[src/rtl/fir_host_seq_pkg.sv]
// Shared types and constants for the FIR host-side sequencer.
package fir_host_seq_pkg;

    typedef enum logic [2:0] {
        ST_IDLE,
        ST_CLR,
        ST_LOAD,
        ST_START,
        ST_WAITB,
        ST_RUN,
        ST_DRAIN
    } state_e;

    localparam logic [1:0] CTRL_START = 2'b01;
    localparam logic [1:0] CTRL_CLR   = 2'b10;
    localparam int         WAITB_TMO  = 15;

endpackage

[src/rtl/fir_out_fifo.sv]
// Synchronous first-word-fall-through FIFO holding filter results.
module fir_out_fifo #(
    parameter int DW     = 16,
    parameter int FIFO_D = 4
) (
    input  logic          clk,
    input  logic          rst,
    input  logic          push,
    input  logic [DW-1:0] push_data,
    input  logic          pop,
    output logic [DW-1:0] head,
    output logic          full,
    output logic          empty
);
    localparam int           PW       = $clog2(FIFO_D);
    localparam logic [PW:0]  CNT_FULL = (PW+1)'(FIFO_D);

    logic [DW-1:0] mem_q [FIFO_D];
    logic [DW-1:0] mem_d [FIFO_D];
    logic [PW-1:0] wr_ptr_q, wr_ptr_d;
    logic [PW-1:0] rd_ptr_q, rd_ptr_d;
    logic [PW:0]   cnt_q, cnt_d;
    logic          do_push, do_pop;

    assign full  = (cnt_q == CNT_FULL);
    assign empty = (cnt_q == '0);
    assign head  = mem_q[rd_ptr_q];

    always_comb begin
        mem_d    = mem_q;
        wr_ptr_d = wr_ptr_q;
        rd_ptr_d = rd_ptr_q;
        cnt_d    = cnt_q;
        do_pop   = pop && !empty;
        // a pop in the same cycle frees the slot for a push into a full FIFO
        do_push  = push && (!full || do_pop);
        if (do_push) begin
            mem_d[wr_ptr_q] = push_data;
            wr_ptr_d        = wr_ptr_q + 1'b1;
        end
        if (do_pop) begin
            rd_ptr_d = rd_ptr_q + 1'b1;
        end
        case ({do_push, do_pop})
            2'b10:   cnt_d = cnt_q + 1'b1;
            2'b01:   cnt_d = cnt_q - 1'b1;
            default: cnt_d = cnt_q;
        endcase
    end

    always_ff @(posedge clk or negedge rst) begin
        if (!rst) begin
            for (int i = 0; i < FIFO_D; i++) begin
                mem_q[i] <= '0;
            end
            wr_ptr_q <= '0;
            rd_ptr_q <= '0;
            cnt_q    <= '0;
        end else begin
            mem_q    <= mem_d;
            wr_ptr_q <= wr_ptr_d;
            rd_ptr_q <= rd_ptr_d;
            cnt_q    <= cnt_d;
        end
    end

endmodule

[src/rtl/fir_host_seq.sv]
// Host sequencer: loads a sample frame, kicks the FIR controller, and
// streams collected results out through a small FIFO.
//   state    | meaning
//   IDLE     | waiting for go
//   CLR      | one-cycle clear pulse to the filter
//   LOAD     | accepting samples into sample memory
//   START    | one-cycle start pulse; last sample write lands here
//   WAITB    | waiting for the filter to report busy (timed)
//   RUN      | collecting results on rw2
//   DRAIN    | waiting for the output FIFO to empty
module fir_host_seq
    import fir_host_seq_pkg::*;
#(
    parameter int DW     = 16,
    parameter int AW     = 6,
    parameter int FRAME  = 32,
    parameter int FIFO_D = 4
) (
    input  logic          clk,
    input  logic          rst,
    input  logic          go,
    input  logic          s_valid,
    input  logic [DW-1:0] s_data,
    output logic          s_ready,
    output logic          mem_we,
    output logic [AW-1:0] mem_addr,
    output logic [DW-1:0] mem_wdata,
    output logic [1:0]    ctrl,
    input  logic          bsy,
    input  logic          rw2,
    input  logic [DW-1:0] douta,
    output logic          m_valid,
    output logic [DW-1:0] m_data,
    input  logic          m_ready,
    output logic          frame_done,
    output logic          ovf
);
    localparam int           TMO_W     = $clog2(WAITB_TMO + 1);
    localparam logic [TMO_W-1:0] TMO_LOAD = TMO_W'(WAITB_TMO - 1);
    localparam logic [AW:0]  FRAME_CNT = (AW+1)'(FRAME);
    localparam logic [AW:0]  LAST_IDX  = (AW+1)'(FRAME - 1);

    state_e            state_q, state_d;
    logic [AW:0]       ld_cnt_q, ld_cnt_d;
    logic [AW:0]       res_cnt_q, res_cnt_d;
    logic [TMO_W-1:0]  tmo_q, tmo_d;
    logic              mem_we_q, mem_we_d;
    logic [AW-1:0]     mem_addr_q, mem_addr_d;
    logic [DW-1:0]     mem_wdata_q, mem_wdata_d;
    logic              frame_done_q, frame_done_d;
    logic              ovf_q, ovf_d;

    logic              s_hs, push_req, fifo_pop, fifo_full, fifo_empty;

    assign s_ready    = (state_q == ST_LOAD);
    assign s_hs       = s_ready && s_valid;
    assign push_req   = (state_q == ST_RUN) && rw2;
    assign m_valid    = !fifo_empty;
    assign fifo_pop   = m_valid && m_ready;
    assign ctrl       = (state_q == ST_CLR)   ? CTRL_CLR   :
                        (state_q == ST_START) ? CTRL_START : 2'b00;
    assign mem_we     = mem_we_q;
    assign mem_addr   = mem_addr_q;
    assign mem_wdata  = mem_wdata_q;
    assign frame_done = frame_done_q;
    assign ovf        = ovf_q;

    fir_out_fifo #(
        .DW     (DW),
        .FIFO_D (FIFO_D)
    ) u_fifo (
        .clk       (clk),
        .rst       (rst),
        .push      (push_req),
        .push_data (douta),
        .pop       (fifo_pop),
        .head      (m_data),
        .full      (fifo_full),
        .empty     (fifo_empty)
    );

    always_comb begin
        state_d      = state_q;
        ld_cnt_d     = ld_cnt_q;
        res_cnt_d    = res_cnt_q;
        tmo_d        = tmo_q;
        mem_we_d     = 1'b0;
        mem_addr_d   = mem_addr_q;
        mem_wdata_d  = mem_wdata_q;
        frame_done_d = 1'b0;
        ovf_d        = ovf_q;

        if (s_hs) begin
            mem_we_d    = 1'b1;
            mem_addr_d  = ld_cnt_q[AW-1:0];
            mem_wdata_d = s_data;
            ld_cnt_d    = ld_cnt_q + 1'b1;
        end
        if (push_req) begin
            res_cnt_d = res_cnt_q + 1'b1;
            if (fifo_full && !fifo_pop) begin
                ovf_d = 1'b1;
            end
        end

        case (state_q)
            ST_IDLE: begin
                if (go) begin
                    state_d   = ST_CLR;
                    ovf_d     = 1'b0;
                    ld_cnt_d  = '0;
                    res_cnt_d = '0;
                end
            end
            ST_CLR: state_d = ST_LOAD;
            ST_LOAD: begin
                if (s_hs && (ld_cnt_q == LAST_IDX)) begin
                    state_d = ST_START;
                end
            end
            ST_START: begin
                state_d = ST_WAITB;
                tmo_d   = TMO_LOAD;
            end
            ST_WAITB: begin
                if (bsy) begin
                    state_d = ST_RUN;
                end else if (tmo_q == '0) begin
                    // filter never acknowledged start: abort the frame
                    state_d      = ST_IDLE;
                    frame_done_d = 1'b1;
                    ovf_d        = 1'b1;
                end else begin
                    tmo_d = tmo_q - 1'b1;
                end
            end
            ST_RUN: begin
                if (!bsy) begin
                    state_d = ST_DRAIN;
                end
            end
            ST_DRAIN: begin
                if (fifo_empty) begin
                    state_d      = ST_IDLE;
                    frame_done_d = 1'b1;
                    if (res_cnt_q != FRAME_CNT) begin
                        ovf_d = 1'b1;
                    end
                end
            end
            default: state_d = ST_IDLE;
        endcase
    end

    always_ff @(posedge clk or negedge rst) begin
        if (!rst) begin
            state_q      <= ST_IDLE;
            ld_cnt_q     <= '0;
            res_cnt_q    <= '0;
            tmo_q        <= '0;
            mem_we_q     <= 1'b0;
            mem_addr_q   <= '0;
            mem_wdata_q  <= '0;
            frame_done_q <= 1'b0;
            ovf_q        <= 1'b0;
        end else begin
            state_q      <= state_d;
            ld_cnt_q     <= ld_cnt_d;
            res_cnt_q    <= res_cnt_d;
            tmo_q        <= tmo_d;
            mem_we_q     <= mem_we_d;
            mem_addr_q   <= mem_addr_d;
            mem_wdata_q  <= mem_wdata_d;
            frame_done_q <= frame_done_d;
            ovf_q        <= ovf_d;
        end
    end

endmodule

[config.mk]
export PLATFORM = sky130hd
export DESIGN_NAME = fir_host_seq
export DESIGN_NICKNAME = d
export VERILOG_FILES = /design/src/rtl/fir_host_seq_pkg.sv /design/src/rtl/fir_out_fifo.sv /design/src/rtl/fir_host_seq.sv
export SDC_FILE = /design/constraint.sdc
export NUM_CORES = 1
export LEC_CHECK = 0
export ABC_AREA = 1
export ABC_CLOCK_PERIOD_IN_PS = 2890
export BUFFER_PORTS_ARGS = -buffer_cell sky130_fd_sc_hd__clkbuf_2
export CORE_MARGIN = 5
export CORE_UTILIZATION = 33
export CTS_CLUSTER_SIZE = 24
export DETAILED_ROUTE_END_ITERATION = 7
export MAX_ROUTING_LAYER = met4
export PLACE_DENSITY = 0.49
export SLEW_MARGIN = 40
export SYNTH_ARGS = -nofsm -noshare
export SYNTH_HDL_FRONTEND = slang
export SYNTH_HIERARCHICAL = 1
export SYNTH_SLANG_ARGS = --single-unit
[constraint.sdc]
create_clock -name clk -period 2.89 [get_ports clk]
set_input_delay 0.578 -clock clk [delete_from_list [all_inputs] [get_ports clk]]
set_output_delay 0.578 -clock clk [all_outputs]
set_load 0.1 [all_outputs]
==> results of run 1 <==
-- logic make-up (layout without fill, tap and decap cells) --
family / count (synthesis) / in the layout / synth area share (%)
xor gates and xnor gates: 6 / 6 / 0.904
adders and majority gates: 10 / 10 / 2.28
and+or+nand+nor: 408 / 408 / 32.0
AOI/OAI and AO/OA: 78 / 78 / 7.30
DFF: 117 / 117 / 50.4
buffers and inverters: 90 / 178 / 7.21
-- final cells by class --
type / instances / area, µm² / area share, %
Clock inverter: 15 / 180 / 2.53
Inverter: 46 / 173 / 2.43
Timing Repair Buffer: 100 / 558 / 7.85
Multi-Input combinational cell: 502 / 2570 / 36.1
Tap cell: 225 / 282 / 3.96
Sequential cell: 117 / 2930 / 41.2
Clock buffer: 17 / 425 / 5.98
-- power breakdown --
| part | switching, mW | internal, mW | leakage [nW] |
|---|---|---|---|
| Combinational | 3.85 | 0.915 | 1.87 |
| Sequential | 0.319 | 2.10 | 1.57 |
| Clock | 0.787 | 1.36 | 0.290 |
| Total | 4.96 | 4.38 | 3.73 |
-- critical path: stages (launching register included) --
cell and delay, ns:
dfrtp_1 0.38, inv_2 0.46, o21ai_0 0.23, o22ai_2 0.14, clkbuf_2 0.48
-- cell usage in the layout, fill, tap and decap left out, types with 5 or more instances in the layout --
cell | netlist | layout
a21oi_1 | 6 | 6
buf_4 | 7 | 17
clkbuf_16 | 0 | 17
clkbuf_2 | 0 | 82
dfrtp_1 | 117 | 117
ha_1 | 9 | 9
inv_1 | 41 | 40
inv_2 | 4 | 5
nand2_1 | 247 | 247
nand3_1 | 15 | 15
nand3_2 | 6 | 6
nand4_1 | 68 | 68
nor2_1 | 52 | 52
nor2_4 | 5 | 5
o21ai_0 | 45 | 45
o21ai_1 | 6 | 6
o22ai_2 | 0 | 16
-- routing by layer --
layer / GRT usage (%) / up-vias / wire length, µm
li1: - / 2494 / -
met1: 20.3 / 2461 / 6900
met2: 26.5 / 121 / 7670
met3: 3.35 / 10 / 681
met4: 5.10 / 0 / 158
met5: - / - / 0
-- Yosys cell counts --
library cell | number | area share, %
clkinv_1 | 1 | 0.064
o21ai_0 | 45 | 3.9
nand3_1 | 15 | 1.3
xor2_1 | 2 | 0.30
nand2_1 | 247 | 16
xnor2_1 | 4 | 0.60
nor3_1 | 4 | 0.34
nand3_2 | 6 | 1.0
nand3_4 | 2 | 0.60
inv_1 | 41 | 2.6
clkbuf_1 | 13 | 0.84
nor2_2 | 4 | 0.43
buf_2 | 14 | 1.2
o211ai_1 | 1 | 0.13
a2bb2oi_1 | 1 | 0.15
ha_1 | 9 | 1.9
o21bai_1 | 1 | 0.13
o22ai_1 | 16 | 1.7
a22oi_1 | 1 | 0.13
fa_1 | 1 | 0.34
nand2_2 | 3 | 0.32
buf_6 | 5 | 0.97
buf_1 | 5 | 0.32
a21oi_1 | 6 | 0.52
inv_2 | 4 | 0.26
nor2_4 | 5 | 0.97
buf_4 | 7 | 0.90
dfrtp_1 | 117 | 50
nor2_1 | 52 | 3.4
a211oi_1 | 1 | 0.13
nand4_1 | 68 | 7.3
nor4_2 | 1 | 0.22
o21ai_1 | 6 | 0.52
nand3b_1 | 1 | 0.13
-- path summary, 6_finish.rpt --
| path | from | to | slack (ns) | depth (start not counted) |
|---|---|---|---|---|
| max | u_fifo/rd_ptr_q[0] | m_data[14] | 0.20 | 4 |
| min | rst | u_fifo/mem_q[10] | 0.15 | 1 |
| max reg2reg | state_q[1] | u_fifo/mem_q[47] | 0.67 | 8 |
| min reg2reg | u_fifo/mem_q[27] | u_fifo/mem_q[27] | 0.47 | 2 |
| max in group asynchronous | rst | u_fifo/mem_q[31] | 1.87 | 2 |
| min in group clk | s_data[11] | mem_wdata[11] | 0.36 | 3 |
-- registers in the layout, indices dropped and copies added, names as in the netlist, 2 cells and up --
name             cells
res_cnt_q            7
state_q              3
u_fifo/mem_q        64
mem_addr             6
u_fifo/cnt_q         3
u_fifo/rd_ptr_q      2
u_fifo/wr_ptr_q      2
tmo_q                4
ld_cnt_q             7
mem_wdata           16
==> results.yml, run 1 <==
final_layout:
  fin_util_pct: 41.1
  area_growth_syn_to_layout_pct: 22.3
  postLayoutCellArea_um2: 7110
  fillerInstances: 1769
  drive_gt1_share_pct: 21.8
  fin_cells: 1022
  num_antenna_cells: 0
  final_nets: 833
timing:
  skew_ns: 0.0110
  drv_slew: 0
  hold_violations: 0
  rsz0062_at_grt: "no"
  max_freq_ghz: 0.372
  timing.final.ws_setup_ns: 0.199
  setup_tns_ns: 0
  finalSetupViolCount: 0
  tightestPinTransition_ns: 0.613
  hold_slack_ns: 0.153
  fin_crit_sh_pct: 93.1
  slew_headroom_pct: 59.1
  period_minus_slack_ns: 2.69
grt:
  gr-total-overflow: 0
  grt_pass1_vias: 5193
  grt_max_degree: 50
  grt_pass1_wl_um: 25900
  track_usage_pct: 16.3
  antenna_found_initial: 0
floorplan:
  core-area_um2: 17300
  die_y_um: 143
  rows: 48
  start_util_pct: 33.6
  dieArea_um2: 20400
  die_x_um: 143
  ioPinCount: 84
detailed_routing:
  drt-vias-per-instance: 4.98
  dr.pass1.iters: 4
  wl_per_cell_um: 15.1
  drc_errors: 0
  drtIter0Drc: 285
  ant_nets: 0
  vias: 5086
  drt_wl_total_um: 15400
pwr:
  peakVddDrop_uv: 801
  p_leak_nw: 3.73
  p_per_area_nw_per_um2: 1310
  power.total_mw: 9.34
placed_design:
  placed_area_um2: 6510
  dp.cells: 990
  place_hpwl_um: 10000
  gp_congestion: 0.826
  place_ws_ns: 0.621
  io_buffer_count: 83
cts:
  cts_sinks: 117
  path_clk_slew_ns: 0.06
  postCtsHoldBufs: 0
  cts_tree: "built"
  clockBufferDepth: 2
  cts-htree-levels: 4
  post-cts-setup-buffers: 0
  clk_root_buffer_cell: "clkbuf_16"
  cts_buffers: 17
  cts_resized: 0
  insertion_delay_ns: 0.41
synth:
  yosysSeqAreaShare_pct: 50.4
  synth_area_per_cell_um2: 8.20
  synth_cells: 709
  syn-num-nets: 758
  synth.cell_area_um2: 5810
  synth-seq-cells: 117
  synth_warnings: 6
  ys_types: 34
worst_setup_path:
  cp.arrival_ns: 2.11
  path_max_fanout: 33
  crit_type: "reg -> out"
  endpoint_kind: "output port"
  cp-start-kind: "flop"
  worst_ep_required_time_ns: 2.31
outcome:
  status: "finished, final reports clean"
hold_path:
  hold_class: "in -> async"
job:
  cap_violations: 0
No activity file was read; power rests on OpenSTA's default activity.
==> run 2, diff against run 1 <==
Settings changed: SETUP_SLACK_MARGIN set to 0.3.
==> run 2 against run 1 <==
  * Sequential share of layout area shrank 0.26 points
  * Clock-buffer cell count is the same
  * Clock skew is essentially flat
  * Sequential cell count is the same
  * Sequential power is essentially flat
  * Clock power is essentially flat
  * Die area is the same
  * Register-to-register slack is essentially flat
  * Worst hold slack is essentially flat
  * Maximum frequency grew 9.6%
  * Cell count is the same
==> results.yml, run 2 (synthesized netlist as in run 1, its figures left out) <==
placed_design:
  place_ws_ns: 0.621
  io_buffer_count: 83
  gp_congestion: 0.826
  placed_area_um2: 6510
  place_hpwl_um: 10000
pwr:
  p_leak_nw: 3.73
  peakVddDrop_uv: 846
  p_per_area_nw_per_um2: 1320
final_layout:
  regMostFlops: "u_fifo/mem_q"
  largest_reg_flops: 64
  postLayoutCellArea_um2: 7160
  num_antenna_cells: 0
  area_growth_syn_to_layout_pct: 23.1
  fin_util_pct: 41.4
  final_nets: 833
  drive_gt1_share_pct: 22.0
  fillerInstances: 1769
  layout_commonest_cell: "nand2_1"
  final_cell_mix: "nand2_1 (247), dfrtp_1 (117), nand4_1 (68)"
outcome:
  status: "finished, final reports clean"
floorplan:
  rows: 48
  ioPinCount: 84
  start_util_pct: 33.6
  dieArea_um2: 20400
  core-area_um2: 17300
  die_x_um: 143
  die_y_um: 143
timing:
  period_minus_slack_ns: 2.46
  hold_violations: 0
  fin_crit_sh_pct: 85.0
  slew_headroom_pct: 61.9
  setup_tns_ns: 0
  skew_ns: 0.0109
  max_freq_ghz: 0.407
  tightestPinTransition_ns: 0.572
  drv_slew: 0
  rsz0062_at_grt: "no"
  timing.final.ws_setup_ns: 0.434
  finalSetupViolCount: 0
detailed_routing:
  drc_errors: 0
  vias: 5072
  dr.pass1.iters: 5
  drt_wl_total_um: 15500
  wl_per_cell_um: 15.2
  drtIter0Drc: 281
  ant_nets: 0
  drt-vias-per-instance: 4.96
worst_setup_path:
  crit_type: "reg -> out"
  crit_chain: "buf_6, o21ai_0, o22ai_2, buf_2"
  cp-start-kind: "flop"
  endpoint_kind: "output port"
  worst_ep_required_time_ns: 2.31
  cp.arrival_ns: 1.88
  slowest_stage: "buf_2"
  path_max_fanout: 33
  slowest_delay_ns: 0.44
cts:
  path_clk_slew_ns: 0.06
  cts_sinks: 117
  insertion_delay_ns: 0.41
  clk_root_buffer_cell: "clkbuf_16"
  clockBufferDepth: 2
  postCtsHoldBufs: 0
  cts_tree: "built"
  post-cts-setup-buffers: 0
  cts-htree-levels: 4
  cts_buffers: 17
hold_path:
  hold_class: "in -> async"
grt:
  grt_pass1_wl_um: 25800
  antenna_found_initial: 0
  gr-total-overflow: 0
  track_usage_pct: 16.2
  grt_pass1_vias: 5175
  grt_max_degree: 50
job:
  cap_violations: 0
## run 2: changes by cell type in the layout (fill, tap and decap cells not counted)
cell	delta
inv_1	-1
buf_4	-1
inv_2	-1
inv_4	+1
buf_6	+1
clkbuf_4	+14
clkinvlp_4	+1
clkbuf_2	-16
buf_2	+2
## run 2: layout make-up
class | instances | area, µm² | share of cell area, %
Clock buffer | 17 | 425 | 5.94
Timing Repair Buffer | 100 | 597 | 8.34
Clock inverter | 15 | 180 | 2.52
Multi-Input combinational cell | 502 | 2570 | 35.9
Inverter | 46 | 179 | 2.50
Tap cell | 225 | 282 | 3.93
Sequential cell | 117 | 2930 | 40.9
## run 2: per-layer routing
layer | vias to the layer above | track usage, % | part of all wire [%]
met5 | - | - | 0
met4 | 0 | 5.15 | 1.1
met3 | 15 | 3.32 | 4.2
met2 | 127 | 26.3 | 49
met1 | 2433 | 20.4 | 45
li1 | 2497 | - | -
## run 2: repair_timing
action,4_1_cts,5_1_grt
cloned,0,0
resized for setup,14,7
endpoints found under the setup margin,16,5
## run 2: metrics by stage
stage,hold WS [ns],std cells,power (mW)
floorplan,0.282,709,6.44
global placement,0.450,990,7.19
detailed placement,0.453,990,7.25
CTS,0.169,1022,9.51
global route,0.200,1022,9.94
finish,0.153,1022,9.43
## run 2: final timing paths
check	start	to	slack [ns]	cells past startpoint
min in group clk	s_data[11]	mem_wdata[11]	0.36	3
max reg2reg	state_q[1]	u_fifo/mem_q[47]	0.68	8
max in group asynchronous	rst	u_fifo/mem_q[31]	1.87	2
min reg2reg	u_fifo/mem_q[41]	u_fifo/mem_q[41]	0.47	2
min	rst	u_fifo/mem_q[10]	0.15	1
max	u_fifo/rd_ptr_q[0]	m_data[13]	0.43	4
## run 2: power breakdown
group          switching [mW]  leakage, nW  internal, mW
Clock                   0.789        0.290          1.36
Combinational            3.86         1.88         0.994
Sequential              0.325         1.57          2.10
## run 2: worst max-delay path, delay by kind of cell, from the launching register on
family / cells / cell delay [ns]
AO/OA/AOI/OAI: 2 / 0.33
flip-flops: 1 / 0.40
buffers and inverters: 2 / 0.73
